$ cat src/rtl/gfx_pattern_ahb_master.sv
// gfx_pattern_ahb_master: AHB-Lite master that fills a framebuffer with vertical colour bars, then enables scan-out.
// Ports:
//   hclk, hresetn       clock, synchronous active-low reset
//   start               1-cycle pulse, starts a fill from IDLE/DONE/ERROR
//   haddr_m .. hwdata_m AHB-Lite master outputs (NONSEQ single word writes only)
//   hready_m, hresp_m   AHB-Lite slave responses
//   busy, done, error   sequence status; done/error are sticky until the next start
module gfx_pattern_ahb_master #(
    parameter logic [31:0] FB_BASE    = 32'h0000_0000,
    parameter int          H_RES      = 640,
    parameter int          V_RES      = 480,
    parameter int          BAR_COUNT  = 8,
    parameter logic [31:0] CTRL_ADDR  = 32'h8000_0000,
    parameter logic [31:0] CTRL_VALUE = 32'h0000_0001
) (
    input  logic        hclk,
    input  logic        hresetn,
    input  logic        start,
    output logic [31:0] haddr_m,
    output logic [1:0]  htrans_m,
    output logic        hwrite_m,
    output logic [2:0]  hsize_m,
    output logic [2:0]  hburst_m,
    output logic [31:0] hwdata_m,
    input  logic        hready_m,
    input  logic        hresp_m,
    output logic        busy,
    output logic        done,
    output logic        error
);
    localparam int XW = H_RES / 2;
    localparam int BW = H_RES / (2 * BAR_COUNT);
    localparam int XB = $clog2(XW + 1);
    localparam int YB = $clog2(V_RES + 1);
    localparam int BB = $clog2(BW + 1);
    localparam logic [XB-1:0] X_LAST = XB'(XW - 1);
    localparam logic [YB-1:0] Y_LAST = YB'(V_RES - 1);
    localparam logic [BB-1:0] B_LAST = BB'(BW - 1);
    localparam logic [15:0] COLOURS [8] = '{16'hFFFF, 16'hFFC0, 16'h07FF, 16'h07C0,
                                            16'hF83F, 16'hF800, 16'h003F, 16'h0000};

    typedef enum logic [2:0] {S_IDLE, S_FILL, S_CTRL, S_DRAIN, S_DONE, S_ERROR} state_t;

    state_t         state_q, state_d;
    logic [31:0]    haddr_q, haddr_d, hwdata_q, hwdata_d;
    logic           act_q, act_d, dp_q, dp_d;
    logic [XB-1:0]  x_q, x_d;
    logic [YB-1:0]  y_q, y_d;
    logic [BB-1:0]  bcnt_q, bcnt_d;
    logic [2:0]     bar_q, bar_d;
    logic           busy_q, busy_d, done_q, done_d, error_q, error_d;
    logic           acc, x_wrap, b_wrap, last_word, go;
    logic [15:0]    col;

    always_comb begin
        acc       = act_q & hready_m;
        x_wrap    = x_q == X_LAST;
        b_wrap    = bcnt_q == B_LAST;
        last_word = x_wrap & (y_q == Y_LAST);
        col       = COLOURS[bar_q];
        go        = start & ~busy_q;
        state_d   = state_q;
        haddr_d   = haddr_q;
        act_d     = act_q;
        x_d       = x_q;
        y_d       = y_q;
        bcnt_d    = bcnt_q;
        bar_d     = bar_q;
        busy_d    = busy_q;
        done_d    = done_q;
        error_d   = error_q;
        // a data phase starts on every accepted address and ends on the first ready cycle
        dp_d      = acc ? 1'b1 : (hready_m ? 1'b0 : dp_q);
        hwdata_d  = acc ? (state_q == S_CTRL ? CTRL_VALUE : {col, col}) : hwdata_q;
        case (state_q)
            S_IDLE, S_DONE, S_ERROR: if (go) begin
                state_d = S_FILL;
                act_d   = 1'b1;
                haddr_d = FB_BASE;
                x_d     = '0;
                y_d     = '0;
                bcnt_d  = '0;
                bar_d   = '0;
                busy_d  = 1'b1;
                done_d  = 1'b0;
                error_d = 1'b0;
            end
            S_FILL: if (acc) begin
                if (last_word) begin
                    state_d = S_CTRL;
                    haddr_d = CTRL_ADDR;
                end else begin
                    haddr_d = haddr_q + 32'd4;
                    x_d     = x_wrap ? '0 : x_q + XB'(1);
                    y_d     = x_wrap ? y_q + YB'(1) : y_q;
                    bcnt_d  = b_wrap ? '0 : bcnt_q + BB'(1);
                    // bar width is an even pixel count, so both pixels of a word share a bar
                    bar_d   = x_wrap ? 3'd0 : (b_wrap ? bar_q + 3'd1 : bar_q);
                end
            end
            S_CTRL: if (acc) begin
                state_d = S_DRAIN;
                act_d   = 1'b0;
            end
            S_DRAIN: if (dp_q & hready_m & ~hresp_m) begin
                state_d = S_DONE;
                busy_d  = 1'b0;
                done_d  = 1'b1;
            end
            default: ;
        endcase
        // first ERROR cycle withdraws the pipelined address; the flag lands when the response completes
        if (dp_q & hresp_m) begin
            state_d = S_ERROR;
            act_d   = 1'b0;
            if (hready_m) begin
                busy_d  = 1'b0;
                error_d = 1'b1;
            end
        end
    end

    always_ff @(posedge hclk) begin
        if (!hresetn) begin
            state_q  <= S_IDLE;
            haddr_q  <= '0;
            hwdata_q <= '0;
            act_q    <= 1'b0;
            dp_q     <= 1'b0;
            x_q      <= '0;
            y_q      <= '0;
            bcnt_q   <= '0;
            bar_q    <= '0;
            busy_q   <= 1'b0;
            done_q   <= 1'b0;
            error_q  <= 1'b0;
        end else begin
            state_q  <= state_d;
            haddr_q  <= haddr_d;
            hwdata_q <= hwdata_d;
            act_q    <= act_d;
            dp_q     <= dp_d;
            x_q      <= x_d;
            y_q      <= y_d;
            bcnt_q   <= bcnt_d;
            bar_q    <= bar_d;
            busy_q   <= busy_d;
            done_q   <= done_d;
            error_q  <= error_d;
        end
    end

    assign haddr_m  = haddr_q;
    assign htrans_m = act_q ? 2'b10 : 2'b00;
    assign hwrite_m = act_q;
    assign hsize_m  = 3'b010;
    assign hburst_m = 3'b000;
    assign hwdata_m = hwdata_q;
    assign busy     = busy_q;
    assign done     = done_q;
    assign error    = error_q;
endmodule
$ cat config.mk
export PLATFORM = sky130hd
export DESIGN_NAME = gfx_pattern_ahb_master
export DESIGN_NICKNAME = d
export VERILOG_FILES = /design/src/rtl/gfx_pattern_ahb_master.sv
export SDC_FILE = /design/constraint.sdc
export NUM_CORES = 1
export LEC_CHECK = 0
export CORE_MARGIN = 2
export CORE_UTILIZATION = 35
export DETAILED_ROUTE_END_ITERATION = 7
export SYNTH_ARGS = -nofsm -noshare
export SYNTH_HDL_FRONTEND = slang
export SYNTH_SLANG_ARGS = --single-unit
$ cat constraint.sdc
create_clock -name hclk -period 2.2 [get_ports hclk]
set_input_delay 0.44 -clock hclk [delete_from_list [all_inputs] [get_ports hclk]]
set_output_delay 0.44 -clock hclk [all_outputs]
set_load 0.005 [all_outputs]
=== Yosys cells after proc, flatten, opt, wreduce, memory -nomap -nowiden ===
Memory sizes are Yosys's and may differ from the RTL's.
Index checks and enable logic that the tools add are counted.

* RAM bits: 0
* Bits in registers: 99
* Latch bits: 0
* Memories: 1
* ROM bits: 128
* Bits of input ports: 5
* Output and inout port bits: 76

{| class="wikitable"
|+ Memory list
! name !! depth !! bits a word !! read ports !! clocked after memory_dff !! write ports !! RTL line !! RTL
|-
| (name not given) || 8 || 16 || 1 || 0 || 0 || 60 || <nowiki>col = COLOURS[bar_q];</nowiki>
|}

* Multiplexer cells: 52
* Magnitude comparators: 1
* Bitwise logic cells: 10
* $add $sub $neg: 5
* Equality and inequality tests: 21
* Div/mod/pow operators: 0
* Shift-type cells: 0
* $mul: 0
* Reductions and logical operators: 17

{| class="wikitable"
|+ Operator list
! cell !! count
|-
| two-way mux 32 bit || 4
|-
| case mux 32 bit (2 select lines) || 1
|-
| two-way mux 9 bit || 7
|-
| case mux 9 bit (2 select lines) || 2
|-
| two-way mux 3 bit || 11
|-
| adder 32 x 3 -> 32 bit (second input constant) || 1
|-
| two-way mux 16 bit || 2
|-
| two-way mux 6 bit || 4
|-
| adder 9 x 1 -> 9 bit (second input constant) || 2
|-
| equality test 9 bit (second input constant) || 2
|-
| != test 3 bit (second input constant) || 5
|-
| two-way mux 1 bit || 14
|-
| != test 2 bit (second input constant) || 7
|-
| case mux 3 bit (4 select lines) || 1
|-
| case mux 6 bit (2 select lines) || 1
|-
| AND reduction 6 bit || 2
|-
| AND reduction 5 bit || 2
|-
| AND reduction 3 bit || 3
|-
| nonzero test 2 bit || 4
|-
| adder 6 x 1 -> 6 bit (second input constant) || 1
|-
| bitwise AND 1 bit || 6
|-
| equality test 3 x 2 -> 1 bit (second input constant) || 2
|-
| equality test 3 bit (second input constant) || 2
|-
| equality test 6 bit (second input constant) || 1
|-
| other kinds (15) || 19
|}

=== Logic depth before layout (Yosys ltp) ===
Gate-level depths: netlist (run 1).

* Word-level depth: 6
* Depth in mapped cells: 7

=== Worst setup path before layout (run 1) ===
No wires, ideal clock.

* Path type: register to register
* Start point: reg x_q[0]
* End point: reg y_q[3]
* Arrival: 2.013 ns
* Clock period less this slack: 2.084 ns
* Path slack: 0.116 ns
* Cell stages (with the launch flop): 7
* Library setup time: 0.071 ns
* Path through: dfxtp_1 > ha_1 > nand3_1 > or4_4 > o21a_4 > or4_1 > a21oi_1

* Word-level cells in the longest chain between the ends: 4
* Elaborated cells between the ends (all ways): 5

{| class="wikitable"
|+ Ends and longest elaborated chain
! element !! RTL line !! RTL
|-
| start, declared || 47 || <nowiki>logic [XB-1:0] x_q, x_d;</nowiki>
|-
| start signal, assigned || 130 || <nowiki>x_q <= '0;</nowiki>
|-
| start signal, assigned || 143 || <nowiki>x_q <= x_d;</nowiki>
|-
| equality test 9 bit (*) || 57 || <nowiki>x_wrap = x_q == X_LAST;</nowiki>
|-
| bitwise AND 1 bit || 59 || <nowiki>last_word = x_wrap & (y_q == Y_LAST);</nowiki>
|-
| != test 2 bit (no source line) || n/a ||
|-
| AND reduction 5 bit (no source line) (*) || n/a ||
|-
| end signal, assigned || 144 || <nowiki>y_q <= y_d;</nowiki>
|-
| end, declared || 48 || <nowiki>logic [YB-1:0] y_q, y_d;</nowiki>
|}

Every way passes the cells marked *; elsewhere a longest branch is shown, timed or not.
A chain may end at the register's enable or synchronous reset.

=== Final worst setup path (run 1) ===
* Start point: reg x_q[0]
* End point: reg y_q[4]

The elaborated chain is that of the path after synthesis.

==> results.json, run 1 <==
{
  "synthFlopType": "dfxtp_1",
  "cts_num_sinks": 69,
  "max_freq_mhz": 472,
  "grt_setup_unrepaired": "false",
  "finalCriticalPeriod_ns": 2.12,
  "synth_area_um2": 3930,
  "power_density_nw_per_um2": 608,
  "crit_type": "reg2reg",
  "insertion_delay_ns": 0.36,
  "drt-initial-drc-count": 326,
  "finalHoldViolCount": 0,
  "firstDrtPassIters": 5,
  "period_share_pct": 96.4,
  "rows": 38,
  "setup_viol": 0,
  "power_mw": 3.16,
  "path_cells": "ha_2 -> nand3_1 -> or4_4 -> o21a_4 -> or4_1 -> a21oi_1",
  "highest_layer": "met4",
  "avgSynthCellArea_um2": 8.07,
  "vias": 4003,
  "port_buffers": 71,
  "routed-wl-met2_mm": 4.89,
  "drt_wl_total_mm": 11.1,
  "start_util_pct": 36.1,
  "design_area_um2": 5190,
  "core_um2": 10900,
  "synthCells": 487,
  "nets": 595,
  "die_h_um": 110,
  "max_stage_delay_ns": 0.51,
  "cp_slowest_cell": "or4_4",
  "die_x_um": 110,
  "die_area_um2": 12100,
  "htreeDepth": 3,
  "holdWs_ns": 0.471,
  "place_area_um2": 4970,
  "status": "complete, no violations",
  "detail-route-antenna-nets": 0,
  "slew_viol_final": 0,
  "cts_resized": 0,
  "skew_ns": 0.0106,
  "drive_gt1_share_pct": 17.5,
  "hp-class": "reg2reg",
  "cts_root_buf": "clkbuf_8",
  "cp-start-kind": "flop",
  "ys_seq_area_share_pct": 35.1,
  "maxCapViolCount": 0,
  "synth_top_area_cell": "dfxtp_1",
  "grt_max_degree": 25,
  "globalplace.congestion": 0.833,
  "async_flop_share_pct": 0,
  "diodes": 0,
  "hpwlAfterDp_mm": 8.20,
  "synth_warnings": 0,
  "grt_overflow_total": 0,
  "pin_count": 81,
  "drc": 0,
  "via_per_inst": 5.48,
  "synth_edf_count": 0,
  "numCtsBuffers": 9,
  "ys_ff_latch": 69,
  "postCtsSetupBuffers": 0,
  "path_clk_slew_ns": 0.07,
  "track_usage_pct": 19.0,
  "end_kind": "flop",
  "wl_per_cell_um": 15.1,
  "cts_tree": "yes",
  "leakage_nw": 1.79,
  "antenna_found_initial": 0,
  "synth_top_area_share_pct": 35.1,
  "synth.area.top_cells": "dfxtp_1 35%, buf_4 7.4%, nand2_1 5.3%",
  "met1_length_mm": 5.20,
  "worstPathMaxFanout": 10,
  "area_growth_pct": 32.2,
  "ctsHoldBuffers": 0,
  "crit_arrival_ns": 2.40,
  "wl_met3_um": 780,
  "path_buf_inv": 0,
  "grt_pass1_wl_mm": 17.9,
  "critical_path.top_delay_family": "simple AND/OR/NAND/NOR gates",
  "clockBufferDepth": 2,
  "grt_pass1_vias": 3643,
  "ys_types": 68,
  "peakVddDrop_mv": 0.377,
  "cp.required_ns": 2.48
}
cells in the final DEF, fill, tap and decap left out, types with 5 or more instances in the layout:
master / count
conb_1: 9
clkdlybuf4s50_1: 71
nand3_1: 35
nor2_1: 27
a211oi_1: 5
o31ai_1: 8
dfxtp_1: 67
clkbuf_8: 10
or4_1: 13
and4_1: 8
a21oi_1: 40
nand2_1: 55
or3_1: 10
o21ai_0: 15
xor2_1: 6
nor3_1: 19
nand4_1: 14
nand2b_1: 10
inv_1: 9
buf_4: 62
xnor2_1: 7
metrics by stage:
step / std cells / util, % / setup TNS (ns) / worst slack, ns
after floorplan: 494 / - / 0 / 0.116
after global placement: 714 / 45.7 / -5.01 / -0.236
after detailed placement: 714 / 45.7 / -5.85 / -0.248
after CTS: 730 / 47.4 / 0 / 0.0414
after global routing: 730 / 47.7 / 0 / 0.0135
final: 730 / 47.7 / 0 / 0.0796
Yosys cell counts, types with 3 or more instances:
master     count
dfxtp_1       69
nand2_1       55
a21oi_1       40
buf_4         39
nand3_1       35
nor2_1        27
nor3_1        19
o21ai_0       15
nand4_1       14
or4_1         13
nand2b_1      10
or3_1         10
clkbuf_1       9
inv_1          9
and4_1         8
o31ai_1        8
xnor2_1        7
nor4_1         6
xor2_1         6
a211oi_1       5
buf_2          5
ha_1           5
a31oi_1        4
o221a_2        4
and2_1         3
and3_1         3
mux2i_1        3
o2111ai_1      3
o211ai_1       3
power by group:
group	switching, mW	total [mW]	internal [mW]
Sequential	0.0467	1.33	1.28
Combinational	0.407	0.782	0.375
Clock	0.496	1.05	0.552
Total	0.951	3.16	2.21
logic make-up (layout without fill, tap and decap cells):
family,Yosys count,in the layout,share of synthesized area [%]
xor+xnor,13,13,2.90
flops,69,69,35.1
fa+ha+maj,5,5,1.59
other cells,2,9,0.191
simple gates,223,223,30.9
buf+inv,63,159,9.90
compound gates,108,108,18.3
mux,4,4,1.11
area by class of cell:
cell class,count,area [µm²]
clock buffers,12,145
clock inverters,4,47.5
fillers,1053,5690
inverters,9,33.8
multi-input cells,362,2210
flip-flops and latches,69,1380
well taps,140,175
repair buffers,134,1200
path summary, 6_finish.rpt:
kind                            slack [ns]  cells after the start   start     end
worst max register to register        0.08                      6  x_q[0]  y_q[4]
worst min register to register        0.47                      2   error   error
worst min-delay path                  0.47                      2   error   error
worst max-delay path                  0.08                      6  x_q[0]  y_q[4]
worst min-delay path: stages (launching register included):
cell and delay (ns):
dfxtp_1 0.32, nand2_1 0.05, a21oi_1 0.06
routing by layer:
| metal | global-route usage [%] | vias to the layer above |
|---|---|---|
| li1 | - | 1963 |
| met1 | 26.7 | 1871 |
| met2 | 28.6 | 152 |
| met3 | 3.38 | 17 |
| met4 | 7.59 | 0 |
| met5 | 0 | - |
registers in the layout, indices dropped and copies added (netlist names):
signal	flops
haddr_m	30
x_q	9
y_q	9
bcnt_q	6
hwdata_m	4
bar_q	3
state_q	3
busy	1
done	1
dp_q	1
error	1
hwrite_m	1
(Power assumes the default switching activity.)
==> inputs of run 2 (changes only) <==
CORE_ASPECT_RATIO = 0.8   (was default)
SLEW_MARGIN = 0   (was default)
==> run 2 against run 1 <==
Via count increased by 1.0%. Sequential share of layout area is 0.92 points lower. Global-route usage up 0.52 points. Critical path type is now in2reg. Highest routed layer unchanged. Cell area increased by 3.6%. Flip-flop and latch count unchanged.
==> results.json, run 2 (synthesized netlist as in run 1, its figures left out) <==
{
  "status": "complete, no violations",
  "pin_count": 81,
  "nets": 599,
  "grt_pass1_wl_mm": 18.9,
  "globalplace.congestion": 0.882,
  "cts_root_buf": "clkbuf_16",
  "numCtsBuffers": 9,
  "drc": 0,
  "via_per_inst": 5.49,
  "hpwlAfterDp_mm": 8.35,
  "grt_max_degree": 25,
  "worstPathMaxFanout": 4,
  "cp.required_ns": 2.46,
  "grt_overflow_total": 0,
  "tns_ns": 0,
  "period_share_pct": 95.3,
  "post-route-util_pct": 49.4,
  "drive_gt1_share_pct": 18.9,
  "max_freq_mhz": 477,
  "start_util_pct": 36.1,
  "final_cell_count_no_fill": 737,
  "hp-class": "reg2reg",
  "die_area_um2": 12100,
  "largest_reg_flops": 30,
  "end_kind": "flop",
  "finalHoldViolCount": 0,
  "rows": 34,
  "path_clk_slew_ns": 0.06,
  "crit_type": "in2reg",
  "fill_cells": 1089,
  "power_density_nw_per_um2": 689,
  "setup_viol": 0,
  "worstMarginPinSlew_ns": 0.504,
  "leakage_nw": 1.87,
  "insertion_delay_ns": 0.34,
  "die_x_um": 122,
  "mostFrequentLayoutCell": "clkdlybuf4s50_1",
  "cts_num_sinks": 69,
  "area_growth_pct": 36.9,
  "multiInputGateArea_um2": 2230,
  "max_slew_margin_pct": 66.2,
  "power_mw": 3.71,
  "maxCapViolCount": 0,
  "port_buffers": 71,
  "skew_ns": 0.00639,
  "track_usage_pct": 19.5,
  "place_inst": 721,
  "core_um2": 10900,
  "place_area_um2": 5010,
  "peakVddDrop_mv": 0.365,
  "cp-start-kind": "input port",
  "wl_per_cell_um": 15.4,
  "detail-route-antenna-nets": 0,
  "setup_ws_ns": 0.103,
  "die_h_um": 98.8,
  "slew_viol_final": 0,
  "antenna_found_initial": 0,
  "routed-wl-met2_mm": 4.87,
  "design_area_um2": 5380,
  "drt-initial-drc-count": 201,
  "firstDrtPassIters": 5,
  "holdWs_ns": 0.455,
  "layout.area.seq_um2": 1380,
  "crit_arrival_ns": 2.36,
  "met1_length_mm": 5.57,
  "vias": 4044,
  "highest_layer": "met4",
  "final_cell_mix": "71 x clkdlybuf4s50_1, 67 x dfxtp_1, 65 x buf_4, 54 x nand2_1, 39 x a21oi_1",
  "clockBufferDepth": 2,
  "grt_pass1_vias": 3693,
  "wl_met3_um": 818,
  "place_ws_ns": -0.191,
  "diodes": 0,
  "cts_tree": "yes",
  "drt_wl_total_mm": 11.4,
  "htreeDepth": 3,
  "finalCriticalPeriod_ns": 2.10
}
-- run 2: cell types whose count changed in the layout (fill, tap and decap cells not counted), sizes merged --
cell / previous run / this run
clkinv: 2 / 1
clkbuf: 12 / 11
buf: 63 / 67
bufinv: 1 / 2
-- run 2: worst max-delay path: stages --
cell,delay (ns)
clkdlybuf4s50_1,0.54
nand3b_1,0.14
or2_2,0.33
nand2b_1,0.21
or4_1,0.53
a31oi_1,0.17
-- run 2: worst paths after layout --
path	from	endpoint	slack (ns)	cells past startpoint
worst min register to register	error	error	0.46	2
worst min-delay path	error	error	0.46	2
worst max register to register	x_q[0]	y_q[4]	0.11	6
worst max-delay path	hready_m	haddr_m[30]	0.10	6
-- run 2: timing repair --
item | in CTS | in global routing
setup endpoints to repair | 0 | 16
setup buffers | 0 | 1
endpoints found under the hold margin | 0 | 0
gates resized for setup | 0 | 12
hold buffers | 0 | 0
-- run 2: layout make-up --
| class | instances | area share (%) |
|---|---|---|
| multi-input combinational | 362 | 41.4 |
| sequential | 69 | 25.7 |
| timing repair buffer | 138 | 23.0 |
| clock buffer | 11 | 4.51 |
| tap | 144 | 3.35 |
| clock inverter | 4 | 1.35 |
| inverter | 9 | 0.628 |
-- run 2: routing by layer --
layer | global-route usage [%] | vias up
met2 | 28.3 | 141
met3 | 4.46 | 12
met4 | 4.77 | 0
met5 | 0 | -
met1 | 29.1 | 1925
li1 | - | 1966
-- run 2: power breakdown --
group | leakage [nW] | total, mW | internal [mW] | switching [mW]
registers | 0.558 | 1.33 | 1.28 | 0.0456
logic | 1.16 | 0.828 | 0.400 | 0.428
clock network | 0.152 | 1.56 | 1.01 | 0.540
==> inputs of run 3 (changes only) <==
CORE_UTILIZATION = 47   (was 35)
PLACE_DENSITY = 0.77   (was default)
==> run 3 against run 2 <==
Global-route usage up 5.2 points. Flip-flop and latch count unchanged. Clock power decreased by 24%. Fmax down 1.3%. Power is 11% lower. Critical endpoint is now y_q[4]. Largest power group is now sequential cells. Highest routed layer unchanged.
==> results.json, run 3 (synthesized netlist as in run 1, its figures left out) <==
{
  "status": "complete, no violations",
  "detail-route-antenna-nets": 0,
  "rows": 29,
  "min_from": "error",
  "grt_max_degree": 25,
  "setup_viol": 0,
  "end_kind": "flop",
  "crit_type": "reg2reg",
  "numCtsBuffers": 9,
  "globalplace.congestion": 0.895,
  "drc": 0,
  "setup_ws_ns": 0.0748,
  "hold_path_end": "error",
  "area_growth_pct": 30.9,
  "pin_count": 81,
  "track_usage_pct": 24.7,
  "max_freq_mhz": 471,
  "port_buffers": 71,
  "power_density_nw_per_um2": 638,
  "maxCapViolCount": 0,
  "final_cell_mix": "70 x clkdlybuf4s50_1, 65 x dfxtp_1, 57 x buf_4, 55 x nand2_1, 39 x a21oi_1",
  "cp.required_ns": 2.47,
  "peakVddDrop_mv": 0.327,
  "max_slew_margin_pct": 64.5,
  "insertion_delay_ns": 0.36,
  "antenna_found_initial": 0,
  "cts_root_buf": "clkbuf_8",
  "hpwlAfterDp_mm": 7.98,
  "reg2reg_from": "x_q[1]",
  "largest_reg_flops": 30,
  "clockBufferDepth": 2,
  "path_clk_slew_ns": 0.08,
  "finalHoldViolCount": 0,
  "finalCriticalPeriod_ns": 2.13,
  "mostFrequentLayoutCell": "clkdlybuf4s50_1",
  "power_mw": 3.28,
  "die_h_um": 85.8,
  "diodes": 0,
  "firstDrtPassIters": 5,
  "core_um2": 8020,
  "via_per_inst": 5.86,
  "start_util_pct": 49.0,
  "drt-initial-drc-count": 273,
  "worstPathMaxFanout": 10,
  "grt_pass1_vias": 3671,
  "holdWs_ns": 0.471,
  "wl_per_cell_um": 16.0,
  "grt_setup_unrepaired": "true",
  "whs_path_depth": 2,
  "die_x_um": 106,
  "postCtsSetupBuffers": 0,
  "place_ws_ns": -0.265,
  "hp-class": "reg2reg",
  "cp-start-kind": "flop",
  "drt_wl_total_mm": 11.1,
  "slew_viol_final": 0,
  "regToRegEndpoint": "y_q[4]",
  "worstMarginPinSlew_ns": 0.530,
  "nets": 590,
  "r2r_cells": 6,
  "post-route-util_pct": 64.1,
  "grt_pass1_wl_mm": 18.1,
  "crit_arrival_ns": 2.40,
  "cts_tree": "yes",
  "htreeDepth": 3,
  "ff2ff_setup_slack_ns": 0.07,
  "leakage_nw": 1.78,
  "drive_gt1_share_pct": 17.3,
  "cts_num_sinks": 69,
  "vias": 4060,
  "skew_ns": 0.0138,
  "period_share_pct": 96.6,
  "die_area_um2": 9110,
  "grt_overflow_total": 0
}
==> run 3: changes by cell type in the layout (fill, tap and decap cells not counted), moves of 2 or more <==
cell and delta:
clkbuf_8 +9, dfxtp_2 +2, clkbuf_16 -9, dfxtp_1 -2, buf_4 -8
==> run 3: worst max-delay path by stage <==
stage	from	end	depth (start not counted)
5_1_grt	start	bar_q[1]	8
4_1_cts	x_q[1]	y_q[4]	6
2_1_floorplan	x_q[0]	y_q[3]	6
6_report	x_q[1]	y_q[4]	6
3_5_place_dp	hready_m	haddr_m[28]	6
3_3_place_gp	hready_m	haddr_m[30]	6
==> run 3: final cells by class <==
| class | count | area, µm² |
|---|---|---|
| Clock buffer | 10 | 138 |
| Clock inverter | 6 | 86.3 |
| Fill cell | 661 | 2880 |
| Inverter | 9 | 33.8 |
| Multi-Input combinational cell | 362 | 2200 |
| Sequential cell | 69 | 1390 |
| Tap cell | 108 | 135 |
| Timing Repair Buffer | 129 | 1160 |
==> run 3: routing by layer <==
layer  part of all wire, %  up-vias  track usage (%)
met5                     0        -                0
met3                   8.4       11             6.23
met1                    46     1903             34.7
li1                      -     1949                -
met2                    44      197             38.2
met4                  0.83        0             5.98
==> run 3: repair_timing <==
item,CTS,global route
hold buffers,0,0
endpoints found under the setup margin,0,11
gates resized for setup,0,9
==> run 3: critical path: stages (launching register included) <==
cell	delay, ns
dfxtp_2	0.35
ha_2	0.18
nand3_1	0.10
or4_4	0.51
o21a_4	0.25
or4_1	0.48
a21oi_1	0.18
==> run 3: report_power, final <==
part           leakage [nW]  internal, mW  switching, mW
Sequential            0.559          1.28         0.0551
Combinational          1.11         0.363          0.411
Clock                 0.112         0.667          0.509
Total                  1.78          2.31          0.975
==> run 3: per-stage QoR <==
stage,cells,TNS [ns],cell area (µm²)
after global routing,693,-0.00794,5140
after floorplan,494,0,3960
after CTS,693,0,5120
after global placement,677,-4.59,4890
after detailed placement,677,-7.28,4890
final,693,0,5140
